`src/rtl/ex_if.sv`:
```
// ID/EX-to-EX bundle: instruction fields in, results/redirect/stall out.
// Also carries the multiply/divide FSM state as a debug tap.
interface ex_if;
  // Handshake: EX is ready for a new instruction whenever stall_req_o is low; the
  // instruction on ex_* is consumed at the rising edge where stall_req_o = 0 and rdy = 1.
  logic [7:0]  ex_aluop;
  logic [31:0] ex_r1;
  logic [31:0] ex_r2;
  logic [4:0]  ex_w_addr;
  logic        ex_w_req;
  logic [31:0] ex_pc;
  logic [31:0] ex_offset;
  logic        ex_taken;

  logic [31:0] w_data_o;
  logic [4:0]  w_addr_o;
  logic        w_req_o;
  logic [7:0]  mem_aluop_o;
  logic [31:0] mem_addr_o;
  logic [31:0] mem_data_o;
  logic        b_flag_o;
  logic [31:0] b_target_o;
  logic        stall_req_o;
  logic [1:0]  md_state;

  modport master (
    output ex_aluop, ex_r1, ex_r2, ex_w_addr, ex_w_req, ex_pc, ex_offset, ex_taken,
    input  w_data_o, w_addr_o, w_req_o, mem_aluop_o, mem_addr_o, mem_data_o,
           b_flag_o, b_target_o, stall_req_o, md_state
  );

  modport slave (
    input  ex_aluop, ex_r1, ex_r2, ex_w_addr, ex_w_req, ex_pc, ex_offset, ex_taken,
    output w_data_o, w_addr_o, w_req_o, mem_aluop_o, mem_addr_o, mem_data_o,
           b_flag_o, b_target_o, stall_req_o, md_state
  );
endinterface

```
`src/rtl/ex.sv`:
```
// RV32IM execute stage: combinational ALU/branch/address path plus an
// iterative shift-add multiplier / restoring divider that stalls the pipeline.
module ex #(
  parameter int XLEN     = 32,
  parameter int MD_ITERS = 32
) (
  input logic clk,
  input logic rst,
  input logic rdy,
  ex_if.slave bus
);

  localparam logic [7:0] EX_NOP    = 8'd0;
  localparam logic [7:0] EX_ADD    = 8'd1;
  localparam logic [7:0] EX_SUB    = 8'd2;
  localparam logic [7:0] EX_SLL    = 8'd3;
  localparam logic [7:0] EX_SLT    = 8'd4;
  localparam logic [7:0] EX_SLTU   = 8'd5;
  localparam logic [7:0] EX_XOR    = 8'd6;
  localparam logic [7:0] EX_SRL    = 8'd7;
  localparam logic [7:0] EX_SRA    = 8'd8;
  localparam logic [7:0] EX_OR     = 8'd9;
  localparam logic [7:0] EX_AND    = 8'd10;
  localparam logic [7:0] EX_LUI    = 8'd11;
  localparam logic [7:0] EX_AUIPC  = 8'd12;
  localparam logic [7:0] EX_JAL    = 8'd13;
  localparam logic [7:0] EX_JALR   = 8'd14;
  localparam logic [7:0] EX_BEQ    = 8'd15;
  localparam logic [7:0] EX_BNE    = 8'd16;
  localparam logic [7:0] EX_BLT    = 8'd17;
  localparam logic [7:0] EX_BGE    = 8'd18;
  localparam logic [7:0] EX_BLTU   = 8'd19;
  localparam logic [7:0] EX_BGEU   = 8'd20;
  localparam logic [7:0] EX_LB     = 8'd21;
  localparam logic [7:0] EX_LH     = 8'd22;
  localparam logic [7:0] EX_LW     = 8'd23;
  localparam logic [7:0] EX_LBU    = 8'd24;
  localparam logic [7:0] EX_LHU    = 8'd25;
  localparam logic [7:0] EX_SB     = 8'd26;
  localparam logic [7:0] EX_SH     = 8'd27;
  localparam logic [7:0] EX_SW     = 8'd28;
  localparam logic [7:0] EX_MUL    = 8'd29;
  localparam logic [7:0] EX_MULH   = 8'd30;
  localparam logic [7:0] EX_MULHSU = 8'd31;
  localparam logic [7:0] EX_MULHU  = 8'd32;
  localparam logic [7:0] EX_DIV    = 8'd33;
  localparam logic [7:0] EX_DIVU   = 8'd34;
  localparam logic [7:0] EX_REM    = 8'd35;
  localparam logic [7:0] EX_REMU   = 8'd36;

  localparam logic [1:0] S_IDLE = 2'd0;
  localparam logic [1:0] S_BUSY = 2'd1;
  localparam logic [1:0] S_DONE = 2'd2;

  logic [1:0]        state;
  logic [4:0]        cnt;
  logic [63:0]       acc;
  logic [XLEN-1:0]   opnd_b;
  logic [7:0]        op_q;
  logic              neg_q;
  logic              neg_a_q;
  logic              div_zero_q;

  logic [7:0]        op;
  logic [XLEN-1:0]   r1, r2;
  logic              is_m;
  logic              a_signed, b_signed, neg_a, neg_b;
  logic [XLEN-1:0]   abs_a, abs_b;

  assign op = bus.ex_aluop;
  assign r1 = bus.ex_r1;
  assign r2 = bus.ex_r2;
  assign is_m = (op >= EX_MUL) && (op <= EX_REMU);

  // MUL's low word is sign-agnostic, so it shares the signed path with MULH.
  assign a_signed = (op == EX_MUL) || (op == EX_MULH) || (op == EX_MULHSU) ||
                    (op == EX_DIV) || (op == EX_REM);
  assign b_signed = (op == EX_MUL) || (op == EX_MULH) || (op == EX_DIV) || (op == EX_REM);
  assign neg_a = a_signed & r1[XLEN-1];
  assign neg_b = b_signed & r2[XLEN-1];
  assign abs_a = neg_a ? -r1 : r1;
  assign abs_b = neg_b ? -r2 : r2;

  logic        q_is_div;
  logic [32:0] mul_sum;
  logic [32:0] div_shift;
  logic        div_ge;
  logic [32:0] div_diff;
  logic [63:0] step_acc;

  assign q_is_div  = (op_q >= EX_DIV);
  assign mul_sum   = {1'b0, acc[63:32]} + (acc[0] ? {1'b0, opnd_b} : 33'd0);
  assign div_shift = {acc[63:32], acc[31]};
  assign div_ge    = div_shift >= {1'b0, opnd_b};
  assign div_diff  = div_shift - {1'b0, opnd_b};
  assign step_acc  = q_is_div ? {(div_ge ? div_diff[31:0] : div_shift[31:0]), acc[30:0], div_ge}
                              : {mul_sum, acc[31:1]};

  always_ff @(posedge clk or posedge rst) begin
    if (rst) begin
      state      <= S_IDLE;
      cnt        <= '0;
      acc        <= '0;
      opnd_b     <= '0;
      op_q       <= EX_NOP;
      neg_q      <= 1'b0;
      neg_a_q    <= 1'b0;
      div_zero_q <= 1'b0;
    end else if (rdy) begin
      case (state)
        S_IDLE: begin
          if (is_m) begin
            acc        <= {32'd0, abs_a};
            opnd_b     <= abs_b;
            op_q       <= op;
            neg_q      <= neg_a ^ neg_b;
            neg_a_q    <= neg_a;
            div_zero_q <= (r2 == '0);
            cnt        <= '0;
            state      <= S_BUSY;
          end
        end
        S_BUSY: begin
          acc <= step_acc;
          cnt <= cnt + 5'd1;
          if (cnt == 5'(MD_ITERS - 1)) state <= S_DONE;
        end
        S_DONE:  state <= S_IDLE;
        default: state <= S_IDLE;
      endcase
    end
  end

  // Sign correction; the 0x80000000 / -1 case falls out of the magnitude path naturally.
  logic [63:0]     prod_fix;
  logic [XLEN-1:0] quot_fix, rem_fix, md_result;

  always_comb begin
    prod_fix  = neg_q ? -acc : acc;
    quot_fix  = div_zero_q ? '1 : (neg_q ? -acc[31:0] : acc[31:0]);
    rem_fix   = neg_a_q ? -acc[63:32] : acc[63:32];
    md_result = '0;
    case (op_q)
      EX_MUL:                          md_result = prod_fix[31:0];
      EX_MULH, EX_MULHSU, EX_MULHU:    md_result = prod_fix[63:32];
      EX_DIV, EX_DIVU:                 md_result = quot_fix;
      EX_REM, EX_REMU:                 md_result = rem_fix;
      default:                         md_result = '0;
    endcase
  end

  logic [XLEN-1:0] pc4, br_tgt, jalr_sum, ls_addr;
  logic            br_cond;
  logic [XLEN-1:0] w_data;
  logic            w_req, b_flag, stall;
  logic [7:0]      mem_aluop;
  logic [XLEN-1:0] mem_addr, mem_data, b_target;

  assign pc4      = bus.ex_pc + 32'd4;
  assign br_tgt   = bus.ex_pc + bus.ex_offset;
  assign jalr_sum = r1 + bus.ex_offset;
  assign ls_addr  = r1 + bus.ex_offset;

  always_comb begin
    w_data    = '0;
    w_req     = bus.ex_w_req;
    mem_aluop = EX_NOP;
    mem_addr  = '0;
    mem_data  = '0;
    b_flag    = 1'b0;
    b_target  = '0;
    stall     = 1'b0;
    br_cond   = 1'b0;
    case (op)
      EX_ADD:   w_data = r1 + r2;
      EX_SUB:   w_data = r1 - r2;
      EX_SLL:   w_data = r1 << r2[4:0];
      EX_SLT:   w_data = {31'd0, $signed(r1) < $signed(r2)};
      EX_SLTU:  w_data = {31'd0, r1 < r2};
      EX_XOR:   w_data = r1 ^ r2;
      EX_SRL:   w_data = r1 >> r2[4:0];
      EX_SRA:   w_data = $signed(r1) >>> r2[4:0];
      EX_OR:    w_data = r1 | r2;
      EX_AND:   w_data = r1 & r2;
      // r2 carries the already-shifted U-type immediate.
      EX_LUI:   w_data = r2;
      EX_AUIPC: w_data = bus.ex_pc + r2;
      EX_JAL: begin
        w_data   = pc4;
        b_flag   = ~bus.ex_taken;
        b_target = br_tgt;
      end
      EX_JALR: begin
        w_data   = pc4;
        b_flag   = 1'b1;
        b_target = {jalr_sum[XLEN-1:1], 1'b0};
      end
      EX_BEQ, EX_BNE, EX_BLT, EX_BGE, EX_BLTU, EX_BGEU: begin
        case (op)
          EX_BEQ:  br_cond = (r1 == r2);
          EX_BNE:  br_cond = (r1 != r2);
          EX_BLT:  br_cond = ($signed(r1) < $signed(r2));
          EX_BGE:  br_cond = ($signed(r1) >= $signed(r2));
          EX_BLTU: br_cond = (r1 < r2);
          default: br_cond = (r1 >= r2);
        endcase
        b_flag   = br_cond ^ bus.ex_taken;
        b_target = br_cond ? br_tgt : pc4;
      end
      EX_LB, EX_LH, EX_LW, EX_LBU, EX_LHU: begin
        mem_aluop = op;
        mem_addr  = ls_addr;
      end
      EX_SB, EX_SH, EX_SW: begin
        mem_aluop = op;
        mem_addr  = ls_addr;
        mem_data  = r2;
      end
      default: w_data = '0;
    endcase

    if (state == S_DONE) begin
      w_data = md_result;
      w_req  = bus.ex_w_req;
      stall  = 1'b0;
      b_flag = 1'b0;
    end else if ((state == S_BUSY) || is_m) begin
      w_data = '0;
      w_req  = 1'b0;
      stall  = 1'b1;
      b_flag = 1'b0;
    end

    // A stage under reset requests neither a write nor a stall, whatever sits in ID/EX.
    if (rst) begin
      w_req = 1'b0;
      stall = 1'b0;
    end
  end

  assign bus.w_data_o    = w_data;
  assign bus.w_addr_o    = bus.ex_w_addr;
  assign bus.w_req_o     = w_req;
  assign bus.mem_aluop_o = mem_aluop;
  assign bus.mem_addr_o  = mem_addr;
  assign bus.mem_data_o  = mem_data;
  assign bus.b_flag_o    = b_flag;
  assign bus.b_target_o  = b_target;
  assign bus.stall_req_o = stall;
  assign bus.md_state    = state;

endmodule

```
`src/flat_wrapper.sv`:
```
// flat-port wrapper written by rule: the top's interface ports become plain ports
module ex_flat 
#(
  parameter int XLEN     = 32,
  parameter int MD_ITERS = 32
)
  (clk, rst, rdy, bus_ex_aluop, bus_ex_r1, bus_ex_r2, bus_ex_w_addr, bus_ex_w_req, bus_ex_pc, bus_ex_offset, bus_ex_taken, bus_w_data_o, bus_w_addr_o, bus_w_req_o, bus_mem_aluop_o, bus_mem_addr_o, bus_mem_data_o, bus_b_flag_o, bus_b_target_o, bus_stall_req_o, bus_md_state);
  ex_if bus_i ();
  input logic clk;
  input logic rst;
  input logic rdy;
  input wire logic [$bits(bus_i.ex_aluop)-1:0] bus_ex_aluop;
  input wire logic [$bits(bus_i.ex_r1)-1:0] bus_ex_r1;
  input wire logic [$bits(bus_i.ex_r2)-1:0] bus_ex_r2;
  input wire logic [$bits(bus_i.ex_w_addr)-1:0] bus_ex_w_addr;
  input wire logic [$bits(bus_i.ex_w_req)-1:0] bus_ex_w_req;
  input wire logic [$bits(bus_i.ex_pc)-1:0] bus_ex_pc;
  input wire logic [$bits(bus_i.ex_offset)-1:0] bus_ex_offset;
  input wire logic [$bits(bus_i.ex_taken)-1:0] bus_ex_taken;
  output wire logic [$bits(bus_i.w_data_o)-1:0] bus_w_data_o;
  output wire logic [$bits(bus_i.w_addr_o)-1:0] bus_w_addr_o;
  output wire logic [$bits(bus_i.w_req_o)-1:0] bus_w_req_o;
  output wire logic [$bits(bus_i.mem_aluop_o)-1:0] bus_mem_aluop_o;
  output wire logic [$bits(bus_i.mem_addr_o)-1:0] bus_mem_addr_o;
  output wire logic [$bits(bus_i.mem_data_o)-1:0] bus_mem_data_o;
  output wire logic [$bits(bus_i.b_flag_o)-1:0] bus_b_flag_o;
  output wire logic [$bits(bus_i.b_target_o)-1:0] bus_b_target_o;
  output wire logic [$bits(bus_i.stall_req_o)-1:0] bus_stall_req_o;
  output wire logic [$bits(bus_i.md_state)-1:0] bus_md_state;
  assign bus_i.ex_aluop = bus_ex_aluop;
  assign bus_i.ex_r1 = bus_ex_r1;
  assign bus_i.ex_r2 = bus_ex_r2;
  assign bus_i.ex_w_addr = bus_ex_w_addr;
  assign bus_i.ex_w_req = bus_ex_w_req;
  assign bus_i.ex_pc = bus_ex_pc;
  assign bus_i.ex_offset = bus_ex_offset;
  assign bus_i.ex_taken = bus_ex_taken;
  assign bus_w_data_o = bus_i.w_data_o;
  assign bus_w_addr_o = bus_i.w_addr_o;
  assign bus_w_req_o = bus_i.w_req_o;
  assign bus_mem_aluop_o = bus_i.mem_aluop_o;
  assign bus_mem_addr_o = bus_i.mem_addr_o;
  assign bus_mem_data_o = bus_i.mem_data_o;
  assign bus_b_flag_o = bus_i.b_flag_o;
  assign bus_b_target_o = bus_i.b_target_o;
  assign bus_stall_req_o = bus_i.stall_req_o;
  assign bus_md_state = bus_i.md_state;
  ex #(.XLEN(XLEN), .MD_ITERS(MD_ITERS)) u_core (.clk(clk), .rst(rst), .rdy(rdy), .bus(bus_i));
endmodule
```
`config.mk`:
```
export PLATFORM = sky130hd
export DESIGN_NAME = ex_flat
export DESIGN_NICKNAME = d
export VERILOG_FILES = /design/src/rtl/ex_if.sv /design/src/rtl/ex.sv /design/src/flat_wrapper.sv
export SDC_FILE = /design/constraint.sdc
export NUM_CORES = 2
export LEC_CHECK = 0
export CORE_ASPECT_RATIO = 1.4
export CORE_MARGIN = 8
export CORE_UTILIZATION = 55
export DETAILED_ROUTE_END_ITERATION = 10
export GPL_TIMING_DRIVEN = 0
export PLACE_DENSITY = 0.88
export SYNTH_ARGS = -nofsm -noshare
export SYNTH_HDL_FRONTEND = slang
export SYNTH_SLANG_ARGS = --single-unit
```
`constraint.sdc`:
```
create_clock -name clk -period 12 [get_ports clk]
set_input_delay 1.2 -clock clk [delete_from_list [all_inputs] [get_ports clk]]
set_output_delay 1.2 -clock clk [all_outputs]
set_load 0.03 [all_outputs]
```
==> summary.md, run 1 <==
| Metric | Value |
|---|---|
| Max H-tree Level | `4` |
| # hold bufs at CTS | `0` |
| Vertical extent of the die | `279 um` |
| Most frequent cells after synthesis | `375 x sky130_fd_sc_hd__nand2_1, 339 x sky130_fd_sc_hd__o21ai_0, 334 x sky130_fd_sc_hd__nor2_1` |
| Die Width | `204 um` |
| CTS root buf | `sky130_fd_sc_hd__clkbuf_16` |
| Post-synthesis instance total | `3825` |
| Number of clock sinks | `114` |
| Most instantiated library cell after synthesis | `sky130_fd_sc_hd__nand2_1` |
| Post-synth top area cell | `sky130_fd_sc_hd__ha_1` |
| Global-route wire length before repair | `248 mm` |
| Vias in the first global route | `36590` |
| Most used flip-flop cell after synthesis | `sky130_fd_sc_hd__dfrtp_1` |
| # rows | `96` |
| Count of yosys warnings during synthesis | `0` |
| Routability Congestion | `1.28` |
| Last flow stage reached | `5_1_grt` |
| Setup fix buffers added after clock tree synthesis | `0` |
| Num ports | `292` |
| First error line in the log | `[ERROR GRT-0116] Global routing finished with congestion. Check the congestion regions in the DRC Viewer.` |
| Total CTS buffers | `17` |
| Fraction of the yosys area taken by sequential cells | `10.5%` |
| Most area-consuming cells after synthesis | `sky130_fd_sc_hd__ha_1 12%, sky130_fd_sc_hd__dfrtp_1 10%, sky130_fd_sc_hd__xnor2_1 6.6%` |
| Quantity of gates resized following cts | `0` |
| Cell area after synthesis | `27200 um2` |
| Remaining Overflow, GRT | `2` |
| Number of library cell types mapped by synthesis | `95` |
| Share of synthesized registers carrying an async set or reset | `100%` |
| Register bit total from synthesis | `114` |
| Number of port buffers | `281` |
| EDFF count, synth | `0` |
| Overall Global Routing Usage | `58.8%` |
| Run status | `did not finish` |
| Hpwl dp | `127 mm` |
| Bufs on Longest Clock Path | `2` |
| Maximum number of pins on one net before global-route repair | `82` |
| Mapped Avg Cell Area | `7.11 um2` |
| Top-area cell type share of the netlist area | `12.0%` |
| Initial Utilization | `55.6%` |
==> routing by layer <==
| layer | track usage (%) | GRT overflow |
|---|---|---|
| met5 | 4.53 | 0 |
| met4 | 60.7 | 0 |
| met3 | 36.9 | 0 |
| met2 | 83.0 | 2 |
| met1 | 55.8 | 0 |
==> kinds of logic after synthesis <==
| kind of cell | Yosys count | synth area share (%) |
|---|---|---|
| buffers and inverters | 445 | 6.31 |
| flip-flops | 114 | 10.5 |
| AND/OR/NAND/NOR | 1201 | 20.6 |
| other | 1 | 0.0138 |
| adder cells (fa/ha/maj) | 267 | 12.5 |
| XOR/XNOR | 346 | 11.1 |
| AO/OA/AOI/OAI | 1289 | 30.7 |
| multiplexers | 162 | 8.20 |
==> through the flow <==
step | instance area (um2) | std cells | worst slack (ps)
after CTS | 31500 | 4779 | 2060
after floorplan | 27200 | 3827 | 5220
after detailed placement | 30900 | 4747 | 2080
after global placement | 30800 | 4745 | 2120
==> run 2, diff against run 1 <==
Settings changed: CORE_ASPECT_RATIO 1.4 to unset, CORE_UTILIZATION 55 to 40, PLACE_DENSITY 0.88 to unset, PLACE_DENSITY_LB_ADDON set to 0.15.
==> run 2 against run 1 <==
Effect of this change: the flow now finishes, with violations (capacitance limit, slew limit); synthesized area did not move; synthesized cell count did not move.
==> summary.md, run 2 <==
| Metric | Value |
|---|---|
| Most area-consuming cells after synthesis | `sky130_fd_sc_hd__ha_1 12%, sky130_fd_sc_hd__dfrtp_1 10%, sky130_fd_sc_hd__xnor2_1 6.6%` |
| GR Util met2 | `63.2%` |
| Sink of the worst hold path | `u_core.opnd_b[21]` |
| Launch point of the worst hold path | `u_core.opnd_b[21]` |
| Total power per unit cell area | `143 nW/um2` |
| Number of port buffers | `281` |
| Slew Limit Headroom | `-3.26%` |
| Lkg Pwr | `12.8 nW` |
| Register Area | `2850 um2` |
| Most frequent cells after synthesis | `375 x sky130_fd_sc_hd__nand2_1, 339 x sky130_fd_sc_hd__o21ai_0, 334 x sky130_fd_sc_hd__nor2_1` |
| Crit path buffers/inverters | `9` |
| Worst endpoint required time | `10800 ps` |
| EDFF count, synth | `0` |
| Antenna violations before repair | `9` |
| Via density per instance | `6.75` |
| Run status | `finished with violations` |
| # hold bufs at CTS | `0` |
| GRT Max-Usage Layer | `met2` |
| Vias in the first global route | `31713` |
| Bufs on Longest Clock Path | `2` |
| Post-synthesis instance total | `3825` |
| Post-route DRC violation count | `0` |
| Number of library cell types mapped by synthesis | `95` |
| Crit-path leading delay family | `buffers and inverters` |
| Achievable frequency | `0.0912 GHz` |
| Post-synthesis share of cell area spent on and, or, nand and nor gates | `20.6%` |
| Complex-gate fraction of the synthesized area | `30.7%` |
| Critical Path Slowest Stage Cell | `sky130_fd_sc_hd__clkinv_1` |
| Hpwl dp | `137 mm` |
| Fin crit share | `91.4%` |
| Cell Area, Placed | `31200 um2` |
| WL final | `169 mm` |
| Worst IR Drop VDD | `0.116 mV` |
| Setup total negative slack | `0 ps` |
| Worst path max stage delay | `750 ps` |
| Critical path data arrival time | `9760 ps` |
| Area share of fa/ha/maj cells after synthesis | `12.5%` |
| Overall Global Routing Usage | `41.3%` |
| Area of the core region | `67300 um2` |
| Worst-path cell chain | `clkdlybuf4s50_1, clkbuf_1, clkinv_1, clkbuf_1, buf_1, ha_1, or2_2, o211ai_1, a21oi_1, a211oi_2, o21ai_0, a211oi_1, o22a_1, clkbuf_1, clkbuf_1, nor2_1, a222oi_1, inv_1, clkdlybuf4s50_1` |
| Initial Utilization | `40.4%` |
| Most used flip-flop cell after synthesis | `sky130_fd_sc_hd__dfrtp_1` |
| Count of yosys warnings during synthesis | `0` |
| Setup fix buffers added after clock tree synthesis | `0` |
| Setup repair after global routing missed its margin | `false` |
| Highest-count cells in the layout ignoring fill and taps | `375 x sky130_fd_sc_hd__nand2_1, 339 x sky130_fd_sc_hd__o21ai_0, 334 x sky130_fd_sc_hd__nor2_1, 293 x sky130_fd_sc_hd__a21oi_1, 281 x sky130_fd_sc_hd__clkdlybuf4s50_1` |
| Share of synthesized registers carrying an async set or reset | `100%` |
| Average routed wire per standard cell | `33.5 um` |
| Destination of the worst register-to-register timing path | `u_core.acc[52]` |
| Largest register by flop count | `u_core.acc` |
| Endpoint type of the worst setup path | `primary output` |
| Startpoint class of the critical path | `input port` |
| Post-layout instance area | `31800 um2` |
| CTS root buf | `sky130_fd_sc_hd__clkbuf_16` |
| R2r startpoint | `u_core.acc[32]` |
| Total CTS buffers | `17` |
| Mapped Avg Cell Area | `7.11 um2` |
| Tightest Pin Transition | `1540 ps` |
| Post-placement setup slack | `1540 ps` |
| Largest regs | `u_core.acc (64), u_core.opnd_b (32), u_core.op_q (8)` |
| Drt first-iter violations | `4622` |
| Post-Layout Cell Count | `5026` |
| Clock latency on the worst-skew pair | `460 ps` |
| Post-synth top area cell | `sky130_fd_sc_hd__ha_1` |
| Failing checks | `capacitance limit, slew limit` |
| Number of clock sinks | `114` |
| # rows | `95` |
| Worst-case setup margin in the final layout | `1040 ps` |
| Max H-tree Level | `4` |
| Area share of xor/xnor cells in the synthesized design | `11.1%` |
| CTS tree | `done` |
| Maximum number of pins on one net before global-route repair | `62` |
| Total Die Area | `76600 um2` |
| Post-route minimum period | `10960 ps` |
| Largest fanout on the critical path | `11` |
| Mux share of post-synthesis cell area | `8.20%` |
| Top-area cell type share of the netlist area | `12.0%` |
| Vertical extent of the die | `277 um` |
| Routability Congestion | `1.11` |
| R2R cell count | `12` |
| Cell with the most instances on the worst path | `sky130_fd_sc_hd__clkbuf_1` |
| Global-route wire length before repair | `233 mm` |
| Max-slew violations | `11` |
| Worst hold stages | `2` |
| Class of the most critical hold timing path | `reg -> reg` |
| Met3 demand-to-capacity share in global routing | `10.9%` |
| Clock tree skew after final layout | `14.6 ps` |
| Ratio of cells with drive above 1 in the final layout | `4.46%` |
| Met1 GRT Util | `49.8%` |
| Cell area after synthesis | `27200 um2` |
| Most instantiated library cell after synthesis | `sky130_fd_sc_hd__nand2_1` |
| DRT antenna net count | `0` |
| Register bit total from synthesis | `114` |
| Number of flip-flops under the largest register name | `64` |
| Main combinational cell family by area after synthesis | `compound AO/OA/AOI/OAI gates` |
| Quantity of gates resized following cts | `0` |
| Reg-to-reg setup timing slack | `7220 ps` |
| Endpoints failing hold | `0` |
| Post-CTS clock slew at the launch and capture registers of the worst setup and hold paths | `70 ps` |
| Die Width | `277 um` |
| Cell count after placement | `4985` |
| Via count | `33927` |
| Remaining Overflow, GRT | `0` |
| Growth of design area from synthesis to finish | `17.0%` |
| Category of the critical setup timing path | `in -> out` |
| Net count reported at finish | `4545` |
| Max Cap Viol | `1` |
| Setup-failing EPs final | `0` |
| Num ports | `292` |
| Most common cell after layout, fill and taps aside | `sky130_fd_sc_hd__nand2_1` |
| Number of optimization iterations in the first detailed-route pass | `9` |
| Multi-input gate area | `22600 um2` |
| Fraction of the yosys area taken by sequential cells | `10.5%` |
| FILL cells | `7071` |
run 2: cell counts after synthesis:
Identical to the previous run, type by type.
run 2: cells by family after synthesis:
family,Yosys count
AO/OA/AOI/OAI,1289
other,1
flip-flops,114
adder cells (fa/ha/maj),267
XOR/XNOR,346
buffers and inverters,445
AND/OR/NAND/NOR,1201
multiplexers,162
run 2: layout make-up:
| type | count | area share [%] |
|---|---|---|
| Clock inverter | 15 | 0.613 |
| Antenna cell | 8 | 0.0629 |
| Tap cell | 873 | 3.43 |
| Sequential cell | 114 | 8.96 |
| Multi-Input combinational cell | 3268 | 71.2 |
| Clock buffer | 17 | 1.34 |
| Timing Repair Buffer | 286 | 9.02 |
| Buffer | 274 | 3.38 |
| Inverter | 171 | 2.03 |
run 2: report_power, final:
group | leakage, nW | internal, mW | total (mW) | switching [mW]
registers | 1.47 | 0.523 | 0.709 | 0.186
logic | 11.0 | 1.16 | 3.29 | 2.13
clock network | 0.303 | 0.333 | 0.560 | 0.227
run 2: worst max-delay path by stage:
stage                             end       startpoint  cells past startpoint
floorplan            bus_w_data_o[24]  bus_ex_aluop[4]                     17
global placement    bus_b_target_o[1]     bus_ex_r2[3]                     19
detailed placement  bus_b_target_o[1]     bus_ex_r2[3]                     19
CTS                 bus_b_target_o[1]     bus_ex_r2[3]                     19
global route        bus_b_target_o[1]     bus_ex_r2[3]                     19
finish              bus_b_target_o[1]     bus_ex_r2[3]                     19
run 2: routing by layer:
layer  wire length, um  share of wire, %
met1             63700                38
met2             71100                42
met3             18500                11
met4             15100               8.9
met5               136             0.081
run 2: per-stage QoR:
stage	hold slack (ps)	util [%]	power [mW]
floorplan	450	-	2.85
global placement	461	46.2	3.85
detailed placement	471	46.3	3.86
CTS	485	47.3	4.43
global route	504	47.3	4.81
finish	483	47.3	4.56
run 2: worst reg2reg max path: stages (launching register included):
cell                       delay (ps)
sky130_fd_sc_hd__dfrtp_1          660
sky130_fd_sc_hd__ha_1             340
sky130_fd_sc_hd__nor2b_1          150
sky130_fd_sc_hd__o31a_1           270
sky130_fd_sc_hd__o31ai_1          360
sky130_fd_sc_hd__a21oi_1          250
sky130_fd_sc_hd__a31oi_1          450
sky130_fd_sc_hd__a21oi_1          260
sky130_fd_sc_hd__a31oi_1          450
sky130_fd_sc_hd__clkbuf_1         470
sky130_fd_sc_hd__buf_1            570
sky130_fd_sc_hd__a211oi_1         180
sky130_fd_sc_hd__o21ai_0          260
(Power assumes the default switching activity.)
